**src/rtl/gsim_mat_mem_resp.sv**
```systemverilog
// Matrix-memory read responder: accepts row reads, fetches them from a single-port SRAM
// and returns data with a fixed latency; also forwards preload writes to the SRAM.
module gsim_mat_mem_resp #(
  parameter int ADDR_W   = 10,
  parameter int DATA_W   = 256,
  parameter int LAT      = 2,
  parameter int RRDY_GAP = 0
) (
  input  logic              i_clk,
  input  logic              i_rst_n,
  input  logic              i_rreq,
  input  logic [ADDR_W-1:0] i_addr,
  output logic              o_rrdy,
  output logic [DATA_W-1:0] o_dout,
  output logic              o_dout_vld,
  output logic              o_err,
  input  logic [ADDR_W-1:0] i_limit,
  input  logic              i_wen,
  input  logic [ADDR_W-1:0] i_waddr,
  input  logic [DATA_W-1:0] i_wdata,
  output logic              o_sram_cen,
  output logic              o_sram_wen,
  output logic [ADDR_W-1:0] o_sram_a,
  output logic [DATA_W-1:0] o_sram_d,
  input  logic [DATA_W-1:0] i_sram_q
);

  typedef enum logic {ST_READY, ST_GAP} state_t;

  localparam int CNT_W = (RRDY_GAP > 2) ? $clog2(RRDY_GAP) : 1;
  localparam int VD    = LAT - 1;

  state_t            r_state;
  logic [CNT_W-1:0]  r_cnt;
  logic              w_accept;
  logic              w_in_range;
  logic [VD-1:0]     r_vld;
  logic [VD-1:0]     r_err;
  logic [DATA_W-1:0] w_rd;
  logic [DATA_W-1:0] w_tail_d;

  // Handshake: a read is accepted in any cycle where i_rreq and o_rrdy are both high.
  assign o_rrdy     = (r_state == ST_READY) & ~i_wen & i_rst_n;
  assign w_accept   = i_rreq & o_rrdy;
  assign w_in_range = (i_addr < i_limit);

  always_comb begin
    o_sram_cen = 1'b1;
    o_sram_wen = 1'b1;
    o_sram_a   = '0;
    o_sram_d   = '0;
    if (!i_rst_n) begin
      o_sram_cen = 1'b1;
    end else if (i_wen) begin
      o_sram_cen = 1'b0;
      o_sram_wen = 1'b0;
      o_sram_a   = i_waddr;
      o_sram_d   = i_wdata;
    end else if (w_accept && w_in_range) begin
      o_sram_cen = 1'b0;
      o_sram_a   = i_addr;
    end
  end

  always_ff @(posedge i_clk or negedge i_rst_n) begin
    if (!i_rst_n) begin
      r_state <= ST_READY;
      r_cnt   <= '0;
    end else begin
      case (r_state)
        ST_READY: begin
          if (w_accept && (RRDY_GAP != 0)) begin
            r_state <= ST_GAP;
            r_cnt   <= CNT_W'(RRDY_GAP - 1);
          end
        end
        ST_GAP: begin
          if (r_cnt == '0) r_state <= ST_READY;
          else             r_cnt   <= r_cnt - 1'b1;
        end
        default: r_state <= ST_READY;
      endcase
    end
  end

  // Token stage k holds the read accepted k+1 cycles ago; stage 0 sees i_sram_q.
  always_ff @(posedge i_clk or negedge i_rst_n) begin
    if (!i_rst_n) begin
      r_vld <= '0;
      r_err <= '0;
    end else begin
      r_vld[0] <= w_accept;
      r_err[0] <= w_accept & ~w_in_range;
      for (int k = 1; k < VD; k++) begin
        r_vld[k] <= r_vld[k-1];
        r_err[k] <= r_err[k-1];
      end
    end
  end

  assign w_rd = r_err[0] ? '0 : i_sram_q;

  generate
    if (LAT == 2) begin : g_direct
      assign w_tail_d = w_rd;
    end else begin : g_delay
      logic [DATA_W-1:0] r_d [LAT-2];
      always_ff @(posedge i_clk or negedge i_rst_n) begin
        if (!i_rst_n) begin
          for (int k = 0; k < LAT - 2; k++) r_d[k] <= '0;
        end else begin
          r_d[0] <= w_rd;
          for (int k = 1; k < LAT - 2; k++) r_d[k] <= r_d[k-1];
        end
      end
      assign w_tail_d = r_d[LAT-3];
    end
  endgenerate

  always_ff @(posedge i_clk or negedge i_rst_n) begin
    if (!i_rst_n) begin
      o_dout     <= '0;
      o_dout_vld <= 1'b0;
      o_err      <= 1'b0;
    end else begin
      o_dout_vld <= r_vld[VD-1];
      o_err      <= r_vld[VD-1] & r_err[VD-1];
      if (r_vld[VD-1]) o_dout <= w_tail_d;
    end
  end

endmodule

```
**config.mk**
```make
export PLATFORM = sky130hd
export DESIGN_NAME = gsim_mat_mem_resp
export DESIGN_NICKNAME = d
export VERILOG_FILES = /design/src/rtl/gsim_mat_mem_resp.sv
export SDC_FILE = /design/constraint.sdc
export NUM_CORES = 1
export LEC_CHECK = 0
export ABC_AREA = 1
export BUFFER_PORTS_ARGS = -buffer_cell sky130_fd_sc_hd__buf_2
export CORE_AREA = 2 2 418 420
export CTS_CLUSTER_SIZE = 12
export DETAILED_ROUTE_END_ITERATION = 16
export DIE_AREA = 0 0 420 422
export PLACE_DENSITY_LB_ADDON = 0.25
export SLEW_MARGIN = 25
export SYNTH_ARGS = -nofsm -noshare
export SYNTH_HDL_FRONTEND = slang
export SYNTH_SLANG_ARGS = --single-unit
```
**constraint.sdc**
```tcl
create_clock -name i_clk -period 1.43 [get_ports i_clk]
set_input_delay 0.286 -clock i_clk [delete_from_list [all_inputs] [get_ports i_clk]]
set_output_delay 0.286 -clock i_clk [all_outputs]
set_load 0.1 [all_outputs]
```
==> reports/metrics.cfg <==
[run_status]
status = complete, but fails checks
violations = negative setup slack

[cts]
cts_buffers = 37
insertion_delay_ps = 570
root_buffer = clkbuf_16
cts.clk_slew.worst_paths_ps = 50
cts_buffer_depth = 3
cts_sinks = 260
htree_levels = 2
cts_tree = done

[logic_synthesis]
synthAdderAreaFrac_pct = 0.848
ys.warnings.count = 0
synth_nets = 2301
synth_top_family_by_area = buffers and inverters
synthSimpleGateAreaFrac_pct = 18.7
yosysTopAreaCell = dfrtp_1
ys_seq_area_share_pct = 49.0
netlist_area_mm2 = 0.0133
yosys.area.top_type_share_pct = 49.0
synth_seq_cells = 260
synthMuxAreaShare_pct = 0
ys_types = 21
syn_inst = 1746
synth_compound_area_share_pct = 9.89
yosys-top-cells-area = dfrtp_1 (49%), inv_1 (15%), nand3_1 (9.7%), nor2_1 (7.3%), o21ai_0 (7.2%)
avgSynthCellArea_um2 = 7.60
synth_xor_area_share_pct = 0

[sta]
setup_violations = 455
slew-limit-headroom_pct = 64.9
fmax_ghz = 0.526
finClkSkew_ps = 17.6
fin_crit_sh_pct = 133
grt_setup_unrepaired = true
finalHoldViolCount = 0
drv_slew = 0
fin_ws_ps = -471
finalCriticalPeriod_ps = 1900
tightest_slew_ps = 526

[detailed_routing]
vias = 17437
postRouteAntennaNets = 0
first_pass_iters = 4
drt-vias-per-instance = 3.12
totalWireLength_um = 109000
wl_per_cell_um = 19.6
drt_iter0_drc = 689
drc = 0

[placed_design]
place_hpwl_um = 87200
port_buffers = 1072
place.gp.congestion = 0.979
dp_worst_setup_slack_ps = -573

[global_route]
antenna_found_initial = 52
grt_pass1_vias = 18237
grt_use_total_pct = 11.7
grt-ovfl-total = 0
grt_max_degree = 89
grt_pass1_wl_um = 144000

[worst_setup_path]
crit_fanout = 2
crit_required_ps = 1140
critPathLaunchType = input pin
cp.arrival_ps = 1620
reg2reg_depth = 4
path_buf_inv = 3
worstPathCellList = buf_6 -> ha_4 -> nand2_4 -> inv_2 -> nand2_2 -> nand2_4 -> a21oi_4 -> nand4_1 -> nand2_4 -> buf_12
worst-r2r-setup-slack_ps = 80
crit_family = simple AND/OR/NAND/NOR gates
r2r-start = r_vld
r2r_end = o_dout[74]
slowest_delay_ps = 250
setup.worst_path.class = input pin to primary output
cpMostUsedCell = nand2_4
worst_path_max_delay_cell = ha_4
critPathCaptureType = primary output

[pwr]
combinationalPowerShare_pct = 56.0
p_per_area_mw_per_mm2 = 1170
p_switching_mw = 21.1
ir_drop_mv = 0.727
seq_power_share_pct = 22.6
power_frac_clock_pct = 21.4
p_total_mw = 44.3
p_leak_nw = 17.4
cell_internal_pwr_mw = 23.3
netSwitchingFraction_pct = 47.5

[hold_path]
hold_end = o_dout[74]
hp-class = input pin to flip-flop
min-delay-start = i_sram_q[74]
hold_depth = 3

[cells_and_area]
drive_gt1_share_pct = 51.3
multi_input_area_mm2 = 0.00610
num-fill-cells = 18760
nets = 3779
seq_area_mm2 = 0.00651
area_growth_pct = 186

[floorplan]
ioPinCount = 1073
start_util_pct = 7.68
core_area_mm2 = 0.173
rows = 153
dieArea_mm2 = 0.177
dieHeight_um = 422
die_w_um = 420

[run]
maxCapViolations = 0

-- cell usage after synthesis, drive strengths merged --
library cell	count
inv	534
nor2	261
dfrtp	260
nand3	258
o21ai	257
buf	89
nand2	38
clkbuf	27
nand4	10
ha	9
a21oi	3
-- cells in the final DEF, fill, tap and decap left out, types with 5 or more instances in the layout --
cell	Yosys	layout
nand2_2	0	7
nand3_1	258	256
buf_8	20	11
clkbuf_16	0	41
diode_2	0	11
buf_16	0	25
inv_1	534	523
nand2_4	0	13
dlygate4sd3_1	0	256
inv_4	0	5
clkbuf_8	0	13
buf_2	54	536
nand2_1	38	17
ha_4	0	6
o21ai_0	191	191
nand4_1	10	10
buf_6	9	31
nor2_4	1	260
buf_12	3	597
dfrtp_1	260	257
o21ai_1	66	66
buf_4	2	95
-- tightest hold or removal path, delay by kind of cell --
| kind | cells | cell delay [ps] |
|---|---|---|
| AO/OA/AOI/OAI | 1 | 110 |
| buffers and inverters | 1 | 80 |
| AND/OR/NAND/NOR | 1 | 110 |
-- repair_timing --
action,in CTS,in global routing
hold endpoints to repair,353,0
pin swaps,49,48
buffers inserted,40,69
gates cloned,27,4
hold buffers,256,0
gates resized for setup,523,974
setup endpoints to repair,526,529
-- power groups by stage --
stage / registers, mW / clock network, mW / logic (mW)
2_1_floorplan: 18.6 / 0 / 4.16
3_3_place_gp: 9.56 / 0 / 20.1
3_5_place_dp: 9.59 / 0 / 20.1
4_1_cts: 9.47 / 9.96 / 21.8
5_1_grt: 10.2 / 10.2 / 25.6
6_report: 10.0 / 9.48 / 24.8
-- stage by stage --
| step | cell area (µm²) | setup TNS [ps] | instances | utilization, % | hold slack (ps) |
|---|---|---|---|---|---|
| after floorplan | 13900 | -169410 | 1746 | - | -9.59 |
| after global placement | 28100 | -91140 | 5159 | 16.3 | 496 |
| after detailed placement | 28100 | -92320 | 5159 | 16.3 | 498 |
| after CTS | 34900 | -137280 | 5524 | 20.2 | 10.6 |
| after global routing | 38000 | -92000 | 5579 | 22.0 | 32.4 |
| final | 38000 | -63070 | 5583 | 22.0 | 81.6 |
-- cell type report --
class / count / area share [%]
Multi-Input combinational cell: 836 / 16.0
Sequential cell: 260 / 17.1
Antenna cell: 11 / 0.0724
Clock inverter: 10 / 0.322
Inverter: 534 / 5.36
Timing Repair Buffer: 1555 / 50.5
Tap cell: 2325 / 7.65
Clock buffer: 52 / 2.92
-- per-layer routing --
metal  global-route usage, %  wire length, µm
met2                    25.7            68000
met1                    9.26            29800
met4                    4.56             5220
met5                       0              319
met3                    2.87             5810
-- worst max path at each step --
| stage | from | slack [ps] | end | depth (start not counted) |
|---|---|---|---|---|
| 3_5_place_dp | i_addr[3] | -570 | o_sram_a[9] | 10 |
| 6_report | i_addr[5] | -470 | o_sram_a[9] | 10 |
| 3_3_place_gp | i_addr[5] | -610 | o_sram_a[9] | 10 |
| 2_1_floorplan | i_rst_n | -790 | o_sram_d[105] | 4 |
| 5_1_grt | i_addr[5] | -570 | o_sram_a[9] | 10 |
| 4_1_cts | i_limit[3] | -550 | o_sram_a[9] | 11 |
-- registers in the layout, indices dropped and copies added (netlist names) --
name	flops
o_err	1
o_dout	256
r_err	1
o_dout_vld	1
r_vld	1
-- kinds of logic (layout without fill, tap and decap cells) --
family / count (synthesis) / in the layout
other: 0 / 11
AOI/OAI and AO/OA: 260 / 260
DFF: 260 / 260
adders and majority gates: 9 / 9
buffers and inverters: 650 / 2151
and+or+nand+nor: 567 / 567
Power figures use the tool's default switching activity.
